File: src/rtl/onehot_decoder_scan.sv
// Registered binary-to-one-hot select decoder with latched direct-select and autonomous scan modes.
// Optional feature macro: SCAN_SKIP_MASK_EN adds i_skip_mask to exclude indices from the scan.
module onehot_decoder_scan #(
    parameter int unsigned ADDR_W  = 4,
    parameter int unsigned DWELL_W = 8,
    localparam int unsigned OUT_W  = 2**ADDR_W
) (
    input  logic               clk,
    input  logic               rst,
    input  logic               i_enable,
    input  logic               i_mode,
    input  logic               i_load,
    input  logic [ADDR_W-1:0]  i_addr_in,
    input  logic [DWELL_W-1:0] i_dwell,
`ifdef SCAN_SKIP_MASK_EN
    input  logic [OUT_W-1:0]   i_skip_mask,
`endif
    output logic [OUT_W-1:0]   o_sel_out,
    output logic [ADDR_W-1:0]  o_sel_idx,
    output logic               o_valid_out,
    output logic               o_wrap
);

    typedef enum logic [1:0] {StIdle, StDirect, StScan} state_e;

    state_e               r_state, w_state_d;
    logic [OUT_W-1:0]     r_sel_out;
    logic [ADDR_W-1:0]    r_sel_idx, w_idx_d;
    logic                 r_valid, w_act_d;
    logic                 r_wrap, w_wrap_d;
    logic [DWELL_W-1:0]   r_cnt, w_cnt_d;
    logic [DWELL_W-1:0]   r_dwell, w_dwell_d;

    logic [OUT_W-1:0]     w_mask;
    logic                 w_first_found, w_next_found;
    logic [ADDR_W-1:0]    w_first_idx, w_next_idx;

`ifdef SCAN_SKIP_MASK_EN
    assign w_mask = i_skip_mask;
`else
    assign w_mask = '0;
`endif

    // Lowest unmasked index: descending sweep so the lowest hit is written last.
    always_comb begin
        w_first_found = 1'b0;
        w_first_idx   = '0;
        for (int k = OUT_W - 1; k >= 0; k--) begin
            if (!w_mask[k]) begin
                w_first_found = 1'b1;
                w_first_idx   = ADDR_W'(k);
            end
        end
    end

    // Next unmasked index after the current one, modulo OUT_W; offset OUT_W revisits itself.
    always_comb begin
        w_next_found = 1'b0;
        w_next_idx   = '0;
        for (int k = OUT_W; k >= 1; k--) begin
            if (!w_mask[r_sel_idx + ADDR_W'(k)]) begin
                w_next_found = 1'b1;
                w_next_idx   = r_sel_idx + ADDR_W'(k);
            end
        end
    end

    always_ff @(posedge clk or posedge rst) begin
        if (rst) begin
            r_state <= StIdle;
        end else begin
            r_state <= w_state_d;
        end
    end

    always_comb begin
        w_state_d = r_state;
        if (!i_enable) begin
            w_state_d = StIdle;
        end else begin
            case (r_state)
                StIdle, StDirect: begin
                    if (i_mode) begin
                        w_state_d = StScan;
                    end else if (i_load) begin
                        w_state_d = StDirect;
                    end
                end
                StScan: begin
                    if (!i_mode) begin
                        w_state_d = StIdle;
                    end
                end
                default: w_state_d = StIdle;
            endcase
        end
    end

    always_comb begin
        w_idx_d   = r_sel_idx;
        w_act_d   = r_valid;
        w_wrap_d  = 1'b0;
        w_cnt_d   = r_cnt;
        w_dwell_d = r_dwell;
        if (!i_enable) begin
            w_idx_d = '0;
            w_act_d = 1'b0;
            w_cnt_d = '0;
        end else begin
            case (r_state)
                StIdle, StDirect: begin
                    if (i_mode) begin
                        w_idx_d   = w_first_idx;
                        w_act_d   = w_first_found;
                        w_dwell_d = i_dwell;
                        w_cnt_d   = '0;
                    end else if (i_load) begin
                        w_idx_d = i_addr_in;
                        w_act_d = 1'b1;
                    end
                end
                StScan: begin
                    if (!i_mode) begin
                        w_idx_d = '0;
                        w_act_d = 1'b0;
                        w_cnt_d = '0;
                    end else if (!r_valid) begin
                        // Everything was masked; pick up as soon as an index frees up.
                        w_idx_d   = w_first_idx;
                        w_act_d   = w_first_found;
                        w_dwell_d = i_dwell;
                        w_cnt_d   = '0;
                    end else if (r_cnt < r_dwell) begin
                        w_cnt_d = r_cnt + DWELL_W'(1);
                    end else if (w_next_found) begin
                        w_idx_d   = w_next_idx;
                        w_wrap_d  = (w_next_idx <= r_sel_idx);
                        w_dwell_d = i_dwell;
                        w_cnt_d   = '0;
                    end else begin
                        w_idx_d = '0;
                        w_act_d = 1'b0;
                        w_cnt_d = '0;
                    end
                end
                default: begin
                    w_idx_d = '0;
                    w_act_d = 1'b0;
                    w_cnt_d = '0;
                end
            endcase
        end
    end

    always_ff @(posedge clk or posedge rst) begin
        if (rst) begin
            r_sel_out <= '0;
            r_sel_idx <= '0;
            r_valid   <= 1'b0;
            r_wrap    <= 1'b0;
            r_cnt     <= '0;
            r_dwell   <= '0;
        end else begin
            r_sel_out <= w_act_d ? (OUT_W'(1) << w_idx_d) : '0;
            r_sel_idx <= w_idx_d;
            r_valid   <= w_act_d;
            r_wrap    <= w_wrap_d;
            r_cnt     <= w_cnt_d;
            r_dwell   <= w_dwell_d;
        end
    end

    assign o_sel_out   = r_sel_out;
    assign o_sel_idx   = r_sel_idx;
    assign o_valid_out = r_valid;
    assign o_wrap      = r_wrap;

endmodule
File: config.mk
export PLATFORM = sky130hd
export DESIGN_NAME = onehot_decoder_scan
export DESIGN_NICKNAME = d
export VERILOG_FILES = /design/src/rtl/onehot_decoder_scan.sv
export SDC_FILE = /design/constraint.sdc
export NUM_CORES = 1
export LEC_CHECK = 0
export BUFFER_PORTS_ARGS = -buffer_cell sky130_fd_sc_hd__buf_2
export CAP_MARGIN = 20
export CELL_PAD_IN_SITES_DETAIL_PLACEMENT = 1
export CELL_PAD_IN_SITES_GLOBAL_PLACEMENT = 1
export CORE_MARGIN = 3
export CORE_UTILIZATION = 45
export CTS_BUF_LIST = sky130_fd_sc_hd__clkbuf_4 sky130_fd_sc_hd__clkbuf_8
export CTS_CLUSTER_DIAMETER = 150
export DETAILED_ROUTE_END_ITERATION = 10
export MAX_ROUTING_LAYER = met4
export PLACE_DENSITY_LB_ADDON = 0.1
export SYNTH_ARGS = -nofsm -noshare
export SYNTH_HDL_FRONTEND = slang
export SYNTH_SLANG_ARGS = --single-unit
File: constraint.sdc
create_clock -name clk -period 4.9 [get_ports clk]
set_clock_uncertainty 0.05 [all_clocks]
set_input_delay 0.245 -clock clk [delete_from_list [all_inputs] [get_ports clk]]
set_output_delay 0.245 -clock clk [all_outputs]
set_load 0.005 [all_outputs]
==> results of run 1 <==
## power groups by stage
stage	Sequential, uW	Combinational, uW	Clock (uW)
2_1_floorplan	357	67.1	0
3_3_place_gp	358	93.0	0
3_5_place_dp	359	100	0
4_1_cts	353	102	273
5_1_grt	354	113	291
6_report	353	101	268
## worst max-delay path: cells and delay by family (launching register included)
kind / cells / cell delay, ps
adder cells (fa/ha/maj): 1 / 310
AND/OR/NAND/NOR: 5 / 1420
flip-flops: 1 / 400
AO/OA/AOI/OAI: 2 / 980
## cell usage in the layout, fill, tap and decap left out, types with 5 or more instances in the layout
master    Yosys  final
clkbuf_8      0      5
a21oi_1       6      6
nor3_1       10     10
dfrtp_1      40     40
o21ai_0      17     17
nor2_1       19     19
ha_1         10     10
nand2_1      21     21
nand3_1       6      6
nor4_1        6      6
inv_1        11     11
buf_2         2     38
## layout make-up
class | count | area (sq um) | area share
Sequential cell | 40 | 1000 | 0.421
Clock inverter | 3 | 42.5 | 0.0179
Clock buffer | 5 | 68.8 | 0.0289
Multi-Input combinational cell | 146 | 952 | 0.400
Tap cell | 50 | 62.6 | 0.0263
Inverter | 12 | 47.5 | 0.0200
Timing Repair Buffer | 40 | 205 | 0.0862
## logic make-up after synthesis
group | count (synthesis) | share of synthesized area
simple gates | 83 | 0.213
compound gates | 44 | 0.152
flops | 40 | 0.493
buf+inv | 18 | 0.0376
fa+ha+maj | 10 | 0.0617
xor+xnor | 5 | 0.0216
mux | 4 | 0.0210
## stage by stage
stage	setup slack (ps)	total power (uW)
floorplan	2470	424
global placement	1980	451
detailed placement	1690	459
CTS	1680	728
global route	1460	758
finish	1660	721
## how the worst max path moves through the flow
stage	to	slack (ps)	cells after the start
global placement	o_sel_out[11]	1980	8
finish	o_sel_out[2]	1660	8
floorplan	o_sel_out[13]	2470	8
detailed placement	o_sel_out[1]	1690	8
global route	o_sel_out[2]	1460	8
CTS	o_sel_out[2]	1680	8
## state kept, by name, indices dropped and copies added, names as in the netlist
signal and cells:
o_valid_out 1, r_state 2, o_wrap 1, r_dwell 8
o_sel_idx 4, r_cnt 8, o_sel_out 16
## metal layers
| layer | track usage | routed length, microns |
|---|---|---|
| met1 | 0.274 | 2360 |
| met2 | 0.368 | 2580 |
| met3 | 0.0510 | 296 |
| met4 | 0.0697 | 82 |
| met5 | - | 0 |
==> flow_metrics.py, run 1 <==
metrics = {
    "critical_path": {
        "reg2reg_to": "o_sel_out[2]",
        "crit_chain": "ha_1 > or2_2 > and2_1 > or3_1 > o2111ai_1 > a2bb2oi_1 > nand2_1 > nor3_1",
        "crit_path_end_kind": "flip-flop",
        "slowest_stage": "a2bb2oi_1",
        "crit_arrival_ps": 3400,
        "setup.worst_path.class": "reg -> reg",
        "r2r_cells": 8,
        "worstSetupStartpointType": "flip-flop",
        "cp_max_fo": 11,
        "startpoint": "r_cnt[7]",
        "rrSetupSlack_ps": 1660,
        "r2r-start": "r_cnt[7]",
        "cpPeakStageDelay_ps": 820,
        "crit_required_ps": 5060,
    },
    "cells_and_area": {
        "fin_nets": 272,
        "final_util": 0.570,
        "area_growth_pct": 17.3,
        "n_antenna_cell": 0,
        "nFillCells": 499,
        "post-route-cell-area_sq_mm": 0.00238,
        "fin_cells": 296,
        "drive_gt1_frac": 0.248,
    },
    "sta": {
        "finalSetupViolations": 0,
        "rsz0062_at_grt": "no",
        "post-route-min-period_ps": 3240,
        "final.setup.tns_ps": 0,
        "max_freq_mhz": 309,
        "fin_crit_sh": 0.661,
        "slew-limit-headroom": 0.337,
        "whs_ps": 13.1,
        "worst_pin_slew_ps": 990,
        "finalMaxSlewViolations": 0,
        "hold_viol_final": 0,
    },
    "power": {
        "clockPowerShare": 0.372,
        "p_seq_frac": 0.489,
        "p_int_uw": 532,
        "ir_drop_uv": 122,
        "net-switching-power_uw": 190,
        "netSwitchingFraction": 0.263,
        "p_leak_uw": 0.00118,
        "comb_power_share": 0.139,
        "power_density_mw_per_mm2": 303,
    },
    "drt": {
        "ant_nets": 0,
        "drtPass1Iterations": 4,
        "vias": 1696,
        "drcViolationCount": 0,
        "initialDrtViolationCount": 46,
        "wl_per_cell_microns": 18.0,
        "drt_wl_total_microns": 5320,
        "routed_via_density": 5.73,
    },
    "synthesis": {
        "syn_avg_cell_area_sq_um": 9.95,
        "synthTopCellsByCount": "dfrtp_1 (40), nand2_1 (21), nor2_1 (19), o21ai_0 (17), inv_1 (11)",
        "synthDistinctLibCells": 51,
        "synth_ff_type": "dfrtp_1",
        "async_flop_share": 1.00,
        "synth.most_common_cell": "dfrtp_1",
        "synthTopCellsByArea": "dfrtp_1 (49%), ha_1 (6.2%), o21ai_0 (4.2%)",
        "synth_top_cell_area_share": 0.493,
        "syn-cell-area_sq_mm": 0.00203,
        "yosys.area.top_type": "dfrtp_1",
        "ys_seq_area_frac": 0.493,
        "synth_edf_count": 0,
        "syn_nets": 231,
        "ys.warnings.count": 0,
        "synth_cells": 204,
        "ys_ff_latch": 40,
    },
    "floorplan": {
        "chipHeight_microns": 73.2,
        "ios": 39,
        "dieWidth_microns": 73.2,
        "die_area_sq_mm": 0.00535,
        "num_rows": 23,
        "coreArea_sq_mm": 0.00417,
        "start_util": 0.486,
    },
    "placed_design": {
        "postPlaceCellArea_sq_mm": 0.00227,
        "place_inst": 288,
        "gp_congestion": 0.909,
        "io_buffers": 38,
        "dpl.hpwl_microns": 4050,
    },
    "grt": {
        "grt_pass1_wl_microns": 8840,
        "grt_overflow": 0,
        "antenna_found_initial": 0,
        "track_usage": 0.225,
        "grt_max_degree": 41,
        "first_global_vias": 1786,
    },
    "clocking": {
        "cts_max_path_buffers": 2,
        "cts.reportedPaths.clkPinSlew_ps": 80,
        "cts_hold_buf": 0,
        "insertion_delay_ps": 300,
        "cts_tree": "built",
        "cts_setup_buffers": 0,
        "numClockSinks": 40,
        "htreeDepth": 2,
        "numCtsBuffers": 5,
        "cts_root_buffer": "clkbuf_8",
        "cts-resized-gates": 0,
    },
    "job": {
        "maxCapViolations": 0,
    },
    "worst_hold_path": {
        "hold_class": "in -> async",
    },
    "status": {
        "outcome": "finished, final reports clean",
    },
}
(Power assumes the default switching activity.)
==> run 2, diff against run 1 <==
- ABC_AREA: not set -> 1
- CORE_UTILIZATION: 45 -> 43
- clock period: 4.9 -> 3.36 ns (I/O delays scaled with it)
==> run 2 against run 1 <==
  * Die area increased by 4.3%
  * Fmax increased by 63%
  * Design area increased by 1.0%
  * Synthesized area about the same
  * Non-clock buffer count unchanged
  * First-iteration DRC count decreased by 17%
  * Via count decreased by 6.4%
  * Clock power increased by 49%
  * Worst setup slack got worse by 290 ps
  * Worst hold slack improved by 14 ps
  * Critical path depth increased by 2
  * Final cell count increased by 7.8%
==> flow_metrics.py, run 2 <==
metrics = {
    "power": {
        "power_density_mw_per_mm2": 449,
        "p_int_uw": 785,
        "netSwitchingFraction": 0.272,
        "ir_drop_uv": 198,
        "comb_power_share": 0.148,
        "p_seq_frac": 0.483,
        "net-switching-power_uw": 294,
        "p_leak_uw": 0.00126,
        "clockPowerShare": 0.370,
    },
    "drt": {
        "drcViolationCount": 0,
        "drtPass1Iterations": 4,
        "routed_via_density": 4.97,
        "drt_wl_total_microns": 4720,
        "ant_nets": 0,
        "wl_per_cell_microns": 14.8,
        "initialDrtViolationCount": 38,
        "vias": 1587,
    },
    "grt": {
        "first_global_vias": 1677,
        "antenna_found_initial": 0,
        "track_usage": 0.193,
        "grt_overflow": 0,
        "grt_max_degree": 41,
        "grt_pass1_wl_microns": 7880,
    },
    "clocking": {
        "htreeDepth": 2,
        "insertion_delay_ps": 290,
        "cts.reportedPaths.clkPinSlew_ps": 80,
        "cts_setup_buffers": 0,
        "numClockSinks": 40,
        "cts_tree": "built",
        "cts_root_buffer": "clkbuf_8",
        "cts_max_path_buffers": 2,
        "numCtsBuffers": 5,
    },
    "floorplan": {
        "num_rows": 24,
        "coreArea_sq_mm": 0.00444,
        "chipHeight_microns": 74.7,
        "start_util": 0.457,
        "ios": 39,
        "die_area_sq_mm": 0.00558,
        "dieWidth_microns": 74.7,
    },
    "synthesis": {
        "yosys.area.top_type": "dfrtp_1",
        "ys_ff_latch": 40,
        "syn_nets": 248,
        "synth_cells": 221,
        "synth_top_family_by_area": "simple AND/OR/NAND/NOR gates",
        "synth_top_cell_area_share": 0.493,
        "ys_seq_area_frac": 0.493,
        "yosys.area_share.xor_xnor": 0.0259,
        "synth_edf_count": 0,
        "async_flop_share": 1.00,
        "ys.warnings.count": 0,
        "synth_ff_type": "dfrtp_1",
        "synthTopCellsByArea": "dfrtp_1 (49%), nand2_1 (6.3%), ha_1 (6.2%)",
        "synthDistinctLibCells": 34,
        "synth.most_common_cell": "dfrtp_1",
        "syn-cell-area_sq_mm": 0.00203,
        "synthTopCellsByCount": "dfrtp_1 (40), nand2_1 (34), inv_1 (29), nor2_1 (25), nand3_1 (19)",
        "yosys.area_share.simple": 0.245,
        "synth_compound_area_frac": 0.105,
        "synth.area.mux_share": 0,
        "syn_avg_cell_area_sq_um": 9.19,
        "synthAdderAreaFrac": 0.0616,
    },
    "sta": {
        "final.setup.tns_ps": 0,
        "finalSetupViolations": 0,
        "rsz0062_at_grt": "no",
        "post-route-min-period_ps": 1990,
        "hold_viol_final": 0,
        "slew-limit-headroom": 0.595,
        "finalMaxSlewViolations": 0,
        "max_freq_mhz": 503,
        "fin_crit_sh": 0.592,
        "worst_pin_slew_ps": 606,
    },
    "cells_and_area": {
        "drive_gt1_frac": 0.281,
        "final_util": 0.541,
        "nFillCells": 553,
        "fin_cells": 319,
        "final_cell_mix": "dfrtp_1 (40), buf_2 (38), nand2_1 (34)",
        "largest_reg_flops": 16,
        "post-route-cell-area_sq_mm": 0.00240,
        "n_antenna_cell": 0,
        "area_growth_pct": 18.4,
        "fin_nets": 293,
        "final_common_cell": "dfrtp_1",
    },
    "placed_design": {
        "io_buffers": 38,
        "gp_congestion": 0.802,
        "place_inst": 310,
        "dpl.hpwl_microns": 3690,
        "postPlaceCellArea_sq_mm": 0.00228,
    },
    "critical_path": {
        "worstSetupStartpointType": "flip-flop",
        "cp_max_fo": 6,
        "crit_required_ps": 3500,
        "crit_chain": "ha_1 > a21oi_1 > o21a_1 > nand2_4 > nand2_1 > nand3_2 > nand2_2 > nand2_2 > nand3_1 > nor2_1",
        "crit_path_end_kind": "flip-flop",
        "rrSetupSlack_ps": 1370,
        "setup.worst_path.class": "reg -> reg",
        "crit_arrival_ps": 2130,
        "cpPeakStageDelay_ps": 410,
        "crit_top_cell": "nand2_2",
        "slowest_stage": "dfrtp_1",
    },
    "status": {
        "outcome": "finished, final reports clean",
    },
    "worst_hold_path": {
        "hold_class": "in -> reg",
    },
    "job": {
        "maxCapViolations": 0,
    },
}
-- run 2: cell types whose count changed after synthesis, sizes merged, moves of 5 or more --
cell | previous run | this run
nor4 | 6 | 1
nand2 | 21 | 45
nand3 | 6 | 24
inv | 12 | 33
nor2 | 19 | 26
nor3 | 14 | 2
o21ai | 17 | 12
-- run 2: worst max-delay path: cells and delay by family, from the launching register on --
kind	cells	cell delay, ps
simple gates	7	680
compound gates	2	420
flops	1	410
fa+ha+maj	1	320
-- run 2: metal layers --
metal / track usage / share of wire
met1: 0.235 / 0.46
met2: 0.330 / 0.51
met3: 0.0360 / 0.025
met4: 0.0534 / 0.0097
met5: - / 0
-- run 2: cells by family after synthesis --
family | Yosys count
buf+inv | 35
compound gates | 30
fa+ha+maj | 10
flops | 40
simple gates | 100
xor+xnor | 6
-- run 2: area by class of cell --
cell class                 count  area, sq um  area share
sequential                    40         1000       0.416
multi-input combinational    146          890       0.370
timing repair buffer          40          208      0.0864
inverter                      33          124      0.0515
clock buffer                   5         68.8      0.0286
tap                           52         65.1      0.0271
clock inverter                 3         47.5      0.0198
-- run 2: final timing paths --
| check | startpoint | cells after the start | end |
|---|---|---|---|
| worst max-delay path | r_cnt[7] | 10 | o_sel_out[0] |
| worst min-delay path | i_dwell[0] | 3 | r_dwell[0] |
| max in group asynchronous | rst | 4 | r_state[0] |
| worst max register to register | r_cnt[7] | 10 | o_sel_out[0] |
| min in group asynchronous | rst | 4 | r_cnt[4] |
| worst min register to register | r_dwell[2] | 2 | r_dwell[2] |
-- run 2: power groups by stage --
| stage | Clock (uW) | Sequential [uW] | Combinational, uW |
|---|---|---|---|
| final | 399 | 521 | 159 |
| after global routing | 431 | 525 | 183 |
| after CTS | 410 | 521 | 164 |
| after detailed placement | 0 | 531 | 162 |
| after global placement | 0 | 530 | 156 |
| after floorplan | 0 | 528 | 114 |
-- run 2: timing repair --
item                      CTS  global route
resized for setup           0             0
hold buffers                1             0
hold endpoints to repair   40             0
-- run 2: metrics by stage --
| step | total power, uW | hold WS, ps | setup slack [ps] |
|---|---|---|---|
| detailed placement | 693 | 271 | 1350 |
| global placement | 686 | 269 | 1390 |
| global route | 1140 | 40.3 | 1190 |
| finish | 1080 | 27.0 | 1370 |
| floorplan | 642 | 228 | 1580 |
| CTS | 1100 | 22.6 | 1330 |
==> run 3, diff against run 2 <==
- ABC_AREA: 1 -> 0
- CORE_UTILIZATION: 43 -> 39
- clock period: 3.36 -> 1.8 ns (I/O delays scaled with it)
==> run 3 against run 2 <==
  * The flow now finishes with violations (setup timing)
  * Non-clock buffer count up 63
  * Highest routed layer unchanged
  * Sequential power up 83%
  * Wire length up 70%
  * Largest cell class is now multi-input combinational cells
==> flow_metrics.py, run 3 (synthesis results as in run 1) <==
metrics = {
    "floorplan": {
        "die_area_sq_mm": 0.00611,
        "ios": 39,
        "chipHeight_microns": 78.1,
        "dieWidth_microns": 78.1,
        "start_util": 0.416,
        "coreArea_sq_mm": 0.00488,
        "num_rows": 25,
    },
    "placed_design": {
        "gp_congestion": 0.830,
        "dpl.hpwl_microns": 4530,
        "io_buffers": 38,
    },
    "clocking": {
        "cts_max_path_buffers": 2,
        "insertion_delay_ps": 300,
        "cts.reportedPaths.clkPinSlew_ps": 80,
        "numClockSinks": 40,
        "numCtsBuffers": 5,
        "htreeDepth": 2,
        "cts_root_buffer": "clkbuf_8",
        "cts_tree": "built",
    },
    "grt": {
        "grtUsageMet1": 0.283,
        "grt_overflow": 0,
        "grt_pass1_wl_microns": 11000,
        "first_global_vias": 2233,
        "antenna_found_initial": 0,
        "grt_util_met2": 0.402,
        "grt_max_degree": 41,
        "track_usage": 0.238,
        "use_met3": 0.0528,
        "busiest_layer": "met2",
    },
    "sta": {
        "finalWorstSetupSlack_ps": -888,
        "hold_viol_final": 0,
        "slew-limit-headroom": 0.661,
        "post-route-min-period_ps": 2690,
        "final.setup.tns_ps": -23490,
        "fin_crit_sh": 1.49,
        "rsz0062_at_grt": "yes",
        "finalMaxSlewViolations": 0,
        "worst_pin_slew_ps": 509,
        "finalSetupViolations": 37,
        "max_freq_mhz": 372,
        "whs_ps": 65.5,
    },
    "drt": {
        "routed_via_density": 5.56,
        "drcViolationCount": 0,
        "drtPass1Iterations": 4,
        "vias": 2092,
        "wl_per_cell_microns": 21.4,
        "ant_nets": 0,
        "initialDrtViolationCount": 101,
        "drt_wl_total_microns": 8050,
    },
    "cells_and_area": {
        "area_growth_pct": 60.5,
        "largest_reg_flops": 16,
        "nFillCells": 531,
        "n_antenna_cell": 0,
        "final_common_cell": "buf_4",
        "final_cell_mix": "buf_4 (45), dfrtp_1 (40), buf_2 (38)",
        "fin_nets": 335,
        "drive_gt1_frac": 0.492,
    },
    "critical_path": {
        "crit_path_end_kind": "flip-flop",
        "cp_max_fo": 5,
        "setup.worst_path.class": "reg -> reg",
        "worstSetupStartpointType": "flip-flop",
        "crit_arrival_ps": 2820,
        "crit_required_ps": 1930,
        "r2r_cells": 8,
    },
    "power": {
        "ir_drop_uv": 795,
        "power_density_mw_per_mm2": 676,
        "p_leak_uw": 0.00157,
    },
    "status": {
        "violations": "setup timing",
        "outcome": "finished, violations left",
    },
    "worst_hold_path": {
        "hold_depth": 3,
        "hold_class": "in -> reg",
    },
    "job": {
        "maxCapViolations": 0,
    },
}
==> run 3: where the power goes <==
group	internal, uW	leakage, uW	switching (uW)
Clock	427	0.0000586	314
Combinational	222	0.000972	286
Sequential	937	0.000539	16.6
==> run 3: area by class of cell <==
cell class / count / area, sq um / share of cell area
clock buffer: 6 / 76.3 / 0.0234
clock inverter: 2 / 35.0 / 0.0108
inverter: 12 / 47.5 / 0.0146
multi-input combinational: 146 / 1260 / 0.388
sequential: 40 / 1000 / 0.307
tap: 67 / 83.8 / 0.0257
timing repair buffer: 103 / 751 / 0.231
==> run 3: worst paths after layout <==
kind | endpoint | start | slack, ps
max in group asynchronous | o_sel_out[15] | rst | 910
max reg2reg | o_sel_out[0] | r_cnt[6] | -890
min in group asynchronous | r_dwell[0] | rst | 430
max | o_sel_out[0] | r_cnt[6] | -890
min reg2reg | r_dwell[3] | r_dwell[3] | 490
min | r_state[0] | i_load | 70
==> run 3: routing by layer <==
layer | wire (microns) | vias up
met5 | 0 | -
met4 | 299 | 0
met3 | 278 | 30
met2 | 4230 | 72
met1 | 3240 | 1053
li1 | - | 937
==> run 3: per-stage QoR <==
| step | std cells | instance area, sq um | power, uW | setup WS, ps | util |
|---|---|---|---|---|---|
| after detailed placement | 349 | 2680 | 1330 | -704 | 0.550 |
| after global placement | 349 | 2680 | 1320 | -634 | 0.550 |
| final | 376 | 3260 | 2200 | -888 | 0.667 |
| after global routing | 376 | 3260 | 2310 | -935 | 0.667 |
| after floorplan | 204 | 2090 | 1180 | -510 | - |
| after CTS | 370 | 3050 | 2130 | -663 | 0.625 |
==> run 3: what timing repair did <==
| action | 4_1_cts | 5_1_grt |
|---|---|---|
| pin swaps | 7 | 13 |
| resized for setup | 27 | 33 |
| setup endpoints to repair | 37 | 37 |
| setup buffers | 4 | 7 |
| hold buffers | 9 | 0 |
| hold endpoints to repair | 48 | 0 |
==> run 3: critical path, stage by stage, from the launching register on <==
cell,delay (ps)
dfrtp_1,410
ha_1,320
a211o_1,360
and2_4,190
a211o_2,360
nor2_4,150
a2bb2oi_2,190
nand3b_1,170
a211oi_2,360
